**src/rtl/irq_ctrl_if.sv**
```systemverilog
// CPU-side register bus of the interrupt controller: write data, register
// select and qualified write strobe in, registered read data out.
interface irq_ctrl_if;
    logic [7:0] dbr;
    logic [7:0] dbw;
    logic [1:0] addr;
    logic       we;

    modport master (input dbr, output dbw, addr, we);
    modport slave  (output dbr, input dbw, addr, we);
endinterface

```
**src/rtl/irq_ctrl.sv**
```systemverilog
// Memory-mapped interrupt controller for the 6502 system: synchronises up to 8
// sources, latches edge/level pending bits and drives a registered CPU IRQ.
module irq_ctrl #(
    parameter int NSRC = 8
) (
    input  logic            clk,
    input  logic            rst,
    irq_ctrl_if.slave       bus,
    input  logic [NSRC-1:0] src,
    output logic            irq
);

    typedef enum logic [1:0] {
        REG_STATUS = 2'd0,
        REG_ENABLE = 2'd1,
        REG_MODE   = 2'd2,
        REG_VECTOR = 2'd3
    } reg_e;

    reg_e            sel;
    logic [NSRC-1:0] s1, s2, s3;
    logic [NSRC-1:0] pending, enable, mode;
    logic [NSRC-1:0] rise, clr, trig, pending_nxt;
    logic [7:0]      masked, rd_data;
    logic            active;
    logic [2:0]      idx;

    assign sel = reg_e'(bus.addr);

    // NOTE: every variable assigned in always_comb gets a default first so no
    // path leaves it unassigned, which would otherwise infer a latch.
    always_comb begin
        clr  = '0;
        trig = '0;
        if (bus.we && sel == REG_STATUS) clr  = bus.dbw[NSRC-1:0];
        if (bus.we && sel == REG_VECTOR) trig = bus.dbw[NSRC-1:0];
    end

    // Edge bits: set (edge or trigger) beats clear. Level bits follow s2.
    // The mode used is the registered one, so a MODE write takes effect next cycle.
    assign rise        = s2 & ~s3;
    assign pending_nxt = (mode & ((pending & ~clr) | rise | trig)) | (~mode & s2);

    assign masked = 8'(pending & enable);

    // Scan from the top so the lowest-numbered request is the last to win.
    always_comb begin
        active = |masked;
        idx    = '0;
        for (int i = 7; i >= 0; i--) begin
            if (masked[i]) idx = 3'(i);
        end
    end

    always_comb begin
        case (sel)
            REG_STATUS: rd_data = 8'(pending);
            REG_ENABLE: rd_data = 8'(enable);
            REG_MODE:   rd_data = 8'(mode);
            default:    rd_data = {active, 4'b0000, idx};
        endcase
    end

    // NOTE: state registers use non-blocking assignments so every flop samples
    // the pre-edge value of the others, independent of statement order.
    always_ff @(posedge clk or negedge rst) begin
        if (!rst) begin
            s1      <= '0;
            s2      <= '0;
            s3      <= '0;
            pending <= '0;
            enable  <= '0;
            mode    <= '0;
            bus.dbr <= '0;
            irq     <= 1'b0;
        end else begin
            s1      <= src;
            s2      <= s1;
            s3      <= s2;
            pending <= pending_nxt;
            bus.dbr <= rd_data;
            irq     <= active;
            if (bus.we && sel == REG_ENABLE) enable <= bus.dbw[NSRC-1:0];
            if (bus.we && sel == REG_MODE)   mode   <= bus.dbw[NSRC-1:0];
        end
    end

endmodule
```
**src/flat_wrapper.sv**
```systemverilog
// flat-port wrapper written by rule: the top's interface ports become plain ports
module irq_ctrl_flat 
#(
    parameter int NSRC = 8
)
  (clk, rst, src, irq, bus_dbr, bus_dbw, bus_addr, bus_we);
  irq_ctrl_if bus_i ();
  input  logic clk;
  input  logic rst;
  input  logic [NSRC-1:0] src;
  output logic irq;
  output wire logic [$bits(bus_i.dbr)-1:0] bus_dbr;
  input wire logic [$bits(bus_i.dbw)-1:0] bus_dbw;
  input wire logic [$bits(bus_i.addr)-1:0] bus_addr;
  input wire logic [$bits(bus_i.we)-1:0] bus_we;
  assign bus_dbr = bus_i.dbr;
  assign bus_i.dbw = bus_dbw;
  assign bus_i.addr = bus_addr;
  assign bus_i.we = bus_we;
  irq_ctrl #(.NSRC(NSRC)) u_core (.clk(clk), .rst(rst), .bus(bus_i), .src(src), .irq(irq));
endmodule
```
**config.mk**
```make
export PLATFORM = sky130hd
export DESIGN_NAME = irq_ctrl_flat
export DESIGN_NICKNAME = d
export VERILOG_FILES = /design/src/rtl/irq_ctrl_if.sv /design/src/rtl/irq_ctrl.sv /design/src/flat_wrapper.sv
export SDC_FILE = /design/constraint.sdc
export NUM_CORES = 1
export LEC_CHECK = 0
export ABC_CLOCK_PERIOD_IN_PS = 1500
export CAP_MARGIN = 20
export CORE_ASPECT_RATIO = 0.75
export CORE_MARGIN = 5
export CORE_UTILIZATION = 25
export CTS_BUF_LIST = sky130_fd_sc_hd__clkbuf_2 sky130_fd_sc_hd__clkbuf_4 sky130_fd_sc_hd__clkbuf_8
export CTS_CLUSTER_SIZE = 20
export DETAILED_ROUTE_END_ITERATION = 10
export SKIP_CTS_REPAIR_TIMING = 1
export SYNTH_ARGS = -nofsm -noshare
export SYNTH_HDL_FRONTEND = slang
export SYNTH_SLANG_ARGS = --single-unit
```
**constraint.sdc**
```tcl
create_clock -name clk -period 1.5 [get_ports clk]
set_input_delay 0.3 -clock clk [delete_from_list [all_inputs] [get_ports clk]]
set_output_delay 0.3 -clock clk [all_outputs]
set_load 0.01 [all_outputs]
```
==> impl_metrics.csv, run 1 <==
group,metric,value,unit
outcome,run_status,"finished, final reports clean",
finish,drive_gt1_share,23.0,%
sta,hold_viol,0,
synthesis,synth-edff-count,0,
synthesis,avgSynthCellArea,12.4,µm²
floorplanning,die_h,92.5,µm
synthesis,yosys_register_bits,57,
detailed_routing,vias,1510,
global_route,grt_pass1_wl,8310,µm
sta,period_share,94.2,%
synthesis,syn-num-nets,204,
sta,rsz0062_at_grt,"false",
synthesis,ys_seq_area_share,62.8,%
clock_tree,insertion_delay,0.32,ns
synthesis,ys_warn_count,0,
power,p_leak,1.44,nW
finish,post-route-util,33.7,%
power,p_per_area,1280,nW/µm²
clock_tree,cts.clk_slew.worst_paths,0.06,ns
synthesis,ys.flop_type,"dfrtp_1",
floorplanning,row_count,30,
worst_setup_path,endpoint_kind,"flop",
finish,syn2layout_area_growth,33.2,%
flow_run,cap_violations,0,
place,globalplace.congestion,0.790,
floorplanning,die_w,120,µm
worst_setup_path,cp_num_buf_inv,2,
sta,relSlewSlack,74.5,%
detailed_routing,detail-route-antenna-nets,0,
worst_setup_path,worst_path_dominant_cell_family,"buffers and inverters",
sta,clock_skew,0.00603,ns
worst_setup_path,startpoint_type,"primary input",
global_route,grt_pass1_vias,1625,
clock_tree,tritoncts,"yes",
power,peakVddDrop,538,µV
finish,diodes,0,
detailed_routing,avgViaCountPerCell,4.30,
global_route,antenna_found_initial,0,
detailed_routing,drtPass1Iterations,4,
finish,final_net_count,256,
global_route,grt_usage,9.73,%
sta,timing.fmax,0.708,GHz
worst_setup_path,crit_chain,"clkdlybuf4s50_1, buf_4, mux2_2, o22ai_1, a31oi_1",
worst_setup_path,path_class,"primary input to flop",
floorplanning,io_pins,30,
worst_setup_path,critPathMaxStageDelay,0.50,ns
clock_tree,clock_sinks,57,
detailed_routing,drc,0,
detailed_routing,wl_per_cell,13.9,µm
floorplanning,start_util,25.3,%
synthesis,syn_inst,183,
clock_tree,numCtsBuffers,9,
worst_setup_path,slowest_stage,"clkdlybuf4s50_1",
global_route,grt_max_degree,24,
sta,final-setup-viol-count,0,
clock_tree,cts_max_path_buffers,2,
detailed_routing,drtIter0Drc,101,
worst_setup_path,cp.arrival,1.59,ns
detailed_routing,wl,4880,µm
synthesis,yosys.cell_types.count,29,
clock_tree,cts-root-buf,"clkbuf_8",
worst_setup_path,cp.required,1.68,ns
global_route,grt_overflow,0,
clock_tree,h-tree-depth,3,
power,p_total,3.88,mW
synthesis,netlist_area,2270,µm²
floorplanning,dieArea,11100,µm²
place,port_buffers,29,
sta,worst_slew_pin_slew,0.382,ns
worst_hold_path,hp-class,"flop to flop",
floorplanning,coreArea,8970,µm²
synthesis,ys_async_sr_fraction,100,%
worst_setup_path,crit_fanout,9,
sta,slew_viol_final,0,
sta,period_needed,1.41,ns
place,hpwl,3590,µm
## state kept, by name, indices dropped and copies added, names as in the netlist
name            cells
u_core.bus.dbr      8
u_core.enable       8
u_core.mode         8
u_core.pending      8
u_core.s1           8
u_core.s2           8
u_core.s3           8
u_core.irq          1
## worst reg2reg max path, cell delays in order (launching register included)
cell and delay, ns:
dfrtp_1 0.42, nand2_1 0.07, a32o_1 0.26, a31oi_1 0.25
o221ai_1 0.18
## path summary, 6_finish.rpt
| path | cells after the start | from | endpoint | slack (ns) |
|---|---|---|---|---|
| setup / recovery | 5 | bus_addr[0] | u_core.bus.dbr[7] | 0.09 |
| hold / removal | 0 | u_core.s1[4] | u_core.s2[4] | 0.34 |
| setup reg to reg | 4 | u_core.pending[6] | u_core.bus.dbr[0] | 0.17 |
| hold reg to reg | 0 | u_core.s1[4] | u_core.s2[4] | 0.34 |
| max in group asynchronous | 3 | rst | u_core.bus.dbr[6] | 0.62 |
| min in group asynchronous | 2 | rst | u_core.s1[7] | 0.42 |
## per-stage QoR
step | worst slack, ns | hold WS (ns) | setup TNS (ns) | instance area [µm²] | std cells
floorplan | 0.253 | 0.00441 | 0 | 2270 | 183
global placement | -0.243 | 0.232 | -5.76 | 2810 | 335
detailed placement | -0.275 | 0.242 | -5.98 | 2810 | 335
CTS | -0.0107 | -0.119 | -0.0361 | 2990 | 350
global route | 0.0177 | 0.354 | 0 | 3030 | 351
finish | 0.0867 | 0.345 | 0 | 3030 | 351
## layer usage
layer | vias to the layer above | track usage (%) | routed length, µm
met2 | 40 | 13.0 | 2010
met4 | 0 | 3.15 | 0
met1 | 727 | 13.9 | 2530
met3 | 0 | 4.21 | 334
met5 | - | 0 | 0
li1 | 743 | - | -
## Yosys cell counts (2+ instances only)
cell | n | area (µm²)
mux2_2 | 9 | 101
dfrtp_1 | 57 | 1430
a32o_1 | 2 | 20.0
o21ai_1 | 5 | 25.0
o221ai_1 | 2 | 17.5
a31oi_1 | 2 | 12.5
mux2i_1 | 7 | 70.1
nand2_1 | 38 | 143
and3_1 | 8 | 50.1
nor2b_1 | 2 | 12.5
mux2_4 | 8 | 120
a21oi_1 | 8 | 40.0
buf_4 | 4 | 30.0
o21ai_0 | 16 | 80.1
## cells by family (layout without fill, tap and decap cells)
logic type             Yosys count  after routing  share of synthesized area [%]
AND/OR/NAND/NOR                 55             55                           11.8
multiplexers                    24             24                           12.8
flip-flops                      57             57                           62.8
AO/OA/AOI/OAI                   39             39                           10.2
buffers and inverters            8             64                           2.37
## cell type report
| class | count | area (µm²) |
|---|---|---|
| Clock buffer | 11 | 139 |
| Clock inverter | 4 | 45.0 |
| Fill cell | 887 | 5950 |
| Inverter | 1 | 3.75 |
| Multi-Input combinational cell | 118 | 793 |
| Sequential cell | 57 | 1430 |
| Tap cell | 112 | 140 |
| Timing Repair Buffer | 48 | 478 |
## layout by cell type (no fill, tap or decap), types with 3 or more instances in the layout
| cell | count |
|---|---|
| clkinv_2 | 3 |
| o21ai_0 | 16 |
| dfrtp_1 | 57 |
| nand2_1 | 38 |
| clkbuf_8 | 9 |
| a21oi_1 | 8 |
| dlymetal6s2s_1 | 9 |
| o21ai_1 | 5 |
| buf_4 | 16 |
| and3_1 | 8 |
| mux2i_1 | 7 |
| mux2_4 | 8 |
| mux2_2 | 9 |
| clkdlybuf4s50_1 | 19 |
## where the power goes
group	internal (mW)	switching, mW
clock network	0.786	0.550
logic	0.364	0.286
registers	1.74	0.160
total	2.89	0.995
Note: power is estimated with default switching activity, not from simulation.
==> inputs of run 2 (changes only) <==
CTS_CLUSTER_SIZE = 10   (was 20)
==> results of run 2 <==
Final layout, timing and power as in run 1 (identical DEF).
==> inputs of run 3 (changes only) <==
ABC_AREA = 1   (was default)
CORE_UTILIZATION = 35   (was 25)
TNS_END_PERCENT = 30   (was default)
==> impl_metrics.csv, run 3 <==
group,metric,value,unit
outcome,run_status,"finished, final reports clean",
synthesis,synth_top_family_by_area,"simple AND/OR/NAND/NOR gates",
clock_tree,tritoncts,"yes",
finish,syn2layout_area_growth,29.2,%
sta,clock_skew,0.00486,ns
detailed_routing,avgViaCountPerCell,4.37,
clock_tree,numCtsBuffers,9,
synthesis,synthSimpleGateAreaFrac,21.1,%
worst_setup_path,critPathMaxStageDelay,0.58,ns
worst_setup_path,startpoint_type,"primary input",
power,p_per_area,1270,nW/µm²
clock_tree,insertion_delay,0.32,ns
floorplanning,start_util,35.7,%
worst_setup_path,cp-startpoint,"bus_addr[1]",
floorplanning,die_h,79.1,µm
clock_tree,h-tree-depth,3,
clock_tree,cts.clk_slew.worst_paths,0.06,ns
worst_hold_path,hp-class,"flop to flop",
power,clockPowerShare,34.4,%
global_route,grt_usage,12.1,%
sta,period_needed,1.34,ns
worst_setup_path,path_class,"primary input to flop",
power,peakVddDrop,557,µV
worst_setup_path,slowest_stage,"clkdlybuf4s50_1",
sta,rsz0062_at_grt,"false",
synthesis,synthTopCellsByCount,"nand2_1 (89), dfrtp_1 (57), o21ai_2 (16)",
sta,final-setup-viol-count,0,
worst_setup_path,r2r_start,"u_core.enable[3]",
global_route,antenna_found_initial,0,
floorplanning,dieArea,8090,µm²
synthesis,syn-num-nets,242,
worst_setup_path,crit_end,"u_core.mode[4]",
sta,worst_slew_pin_slew,0.302,ns
synthesis,synthMuxAreaShare,0,%
synthesis,synthXorXnorAreaFrac,0,%
synthesis,netlist_area,2230,µm²
synthesis,synth_top_area_cell,"dfrtp_1",
finish,drive_gt1_share,19.9,%
worst_setup_path,worst_path_dominant_cell_family,"buffers and inverters",
global_route,grt_pass1_vias,1464,
floorplanning,io_pins,30,
power,pwr-share-seq,49.9,%
worst_setup_path,worst-path-stages,6,
finish,final_cell_mix,"nand2_1 (89), dfrtp_1 (57), clkdlybuf4s50_1 (19)",
synthesis,ys_seq_area_share,63.9,%
detailed_routing,wl_per_cell,12.2,µm
synthesis,synth-edff-count,0,
worst_setup_path,reg2reg_to,"u_core.bus.dbr[7]",
finish,fin_area,2880,µm²
worst_setup_path,r2r_slack,0.41,ns
finish,fill_cells,609,
power,p_total,3.66,mW
sta,relSlewSlack,79.8,%
clock_tree,cts_max_path_buffers,2,
detailed_routing,drtPass1Iterations,6,
clock_tree,clock_sinks,57,
place,globalplace.congestion,0.804,
sta,period_share,89.2,%
detailed_routing,drtIter0Drc,72,
sta,hold_viol,0,
synthesis,avgSynthCellArea,10.1,µm²
global_route,grt_pass1_wl,7260,µm
synthesis,ys.flop_type,"dfrtp_1",
synthesis,yosysTopAreaCellShare,63.9,%
place,hpwl,2840,µm
place,place_area,2680,µm²
finish,final_net_count,290,
floorplanning,row_count,25,
flow_run,cap_violations,0,
worst_setup_path,crit_chain,"clkdlybuf4s50_1, inv_2, nor2_4, nand2_4, nand2_1, o21ai_2",
worst_hold_path,worstHoldPathCells,0,
finish,final_common_cell,"nand2_1",
synthesis,synth_compound_area_share,11.8,%
power,internal-power,2.71,mW
clock_tree,cts-root-buf,"clkbuf_8",
finish,diodes,0,
synthesis,yosys.cell_types.count,18,
detailed_routing,drc,0,
detailed_routing,wl,4290,µm
worst_setup_path,cp_num_buf_inv,2,
synthesis,synth.most_common_cell,"nand2_1",
synthesis,syn_inst,221,
synthesis,synthAdderAreaFrac,0,%
worst_setup_path,endpoint_kind,"flop",
floorplanning,die_w,102,µm
power,combPwrFrac,15.7,%
sta,timing.fmax,0.748,GHz
sta,slew_viol_final,0,
synthesis,ys_async_sr_fraction,100,%
power,switching_share,25.9,%
finish,final_cells,353,
detailed_routing,vias,1544,
synthesis,synth_area_leaders,"dfrtp_1 (64%), nand2_1 (15%), o21ai_2 (6.3%)",
worst_setup_path,cp.arrival,1.55,ns
power,p_switching,0.947,mW
global_route,grt_max_degree,58,
place,port_buffers,29,
floorplanning,coreArea,6260,µm²
detailed_routing,detail-route-antenna-nets,0,
power,p_leak,1.48,nW
worst_setup_path,rr_worst_depth,6,
worst_setup_path,cp.required,1.71,ns
place,dp_cells,338,
global_route,grt_overflow,0,
worst_setup_path,crit_fanout,16,
synthesis,ys_warn_count,0,
synthesis,yosys_register_bits,57,
## run 3: layout make-up
class | count | area [µm²] | share of cell area, %
repair buffers | 39 | 398 | 13.8
multi-input cells | 150 | 734 | 25.5
well taps | 81 | 101 | 3.52
flip-flops and latches | 57 | 1430 | 49.5
clock buffers | 14 | 174 | 6.04
inverters | 12 | 47.5 | 1.65
## run 3: power by group through the flow
stage                     sequential (mW)  clock (mW)  combinational, mW
final                                1.83        1.26              0.573
after global placement               1.85           0              0.582
after floorplan                      1.85           0              0.310
after global routing                 1.85        1.38              0.657
after detailed placement             1.86           0              0.589
after CTS                            1.83        1.30              0.592
## run 3: how the worst min path moves through the flow
stage	end	from
after floorplan	u_core.bus.dbr[0]	rst
after global placement	u_core.s1[1]	rst
after detailed placement	u_core.s1[1]	rst
after CTS	u_core.s1[1]	rst
after global routing	u_core.s2[2]	u_core.s1[2]
final	u_core.s2[5]	u_core.s1[5]
## run 3: metal layers
layer | wire length, µm | vias to the layer above | global-route usage [%]
li1 | - | 806 | -
met3 | 315 | 2 | 6.32
met5 | 0 | - | 0
met2 | 1670 | 44 | 15.2
met1 | 2300 | 692 | 17.7
met4 | 7 | 0 | 3.15
## run 3: cells by family (layout without fill, tap and decap cells)
kind of cell	count (synthesis)	count (layout)
AND/OR/NAND/NOR	110	110
AO/OA/AOI/OAI	40	40
flip-flops	57	57
buffers and inverters	14	65
## run 3: through the flow
| stage | setup TNS (ns) | hold slack (ns) | util [%] | worst slack (ns) |
|---|---|---|---|---|
| after floorplan | 0 | 0.00441 | - | 0.512 |
| after CTS | -0.00399 | -0.0329 | 45.5 | -0.00399 |
| after global placement | -3.40 | 0.325 | 42.8 | -0.157 |
| final | 0 | 0.346 | 46.1 | 0.162 |
| after detailed placement | -3.81 | 0.324 | 42.8 | -0.172 |
| after global routing | 0 | 0.356 | 46.1 | 0.0287 |
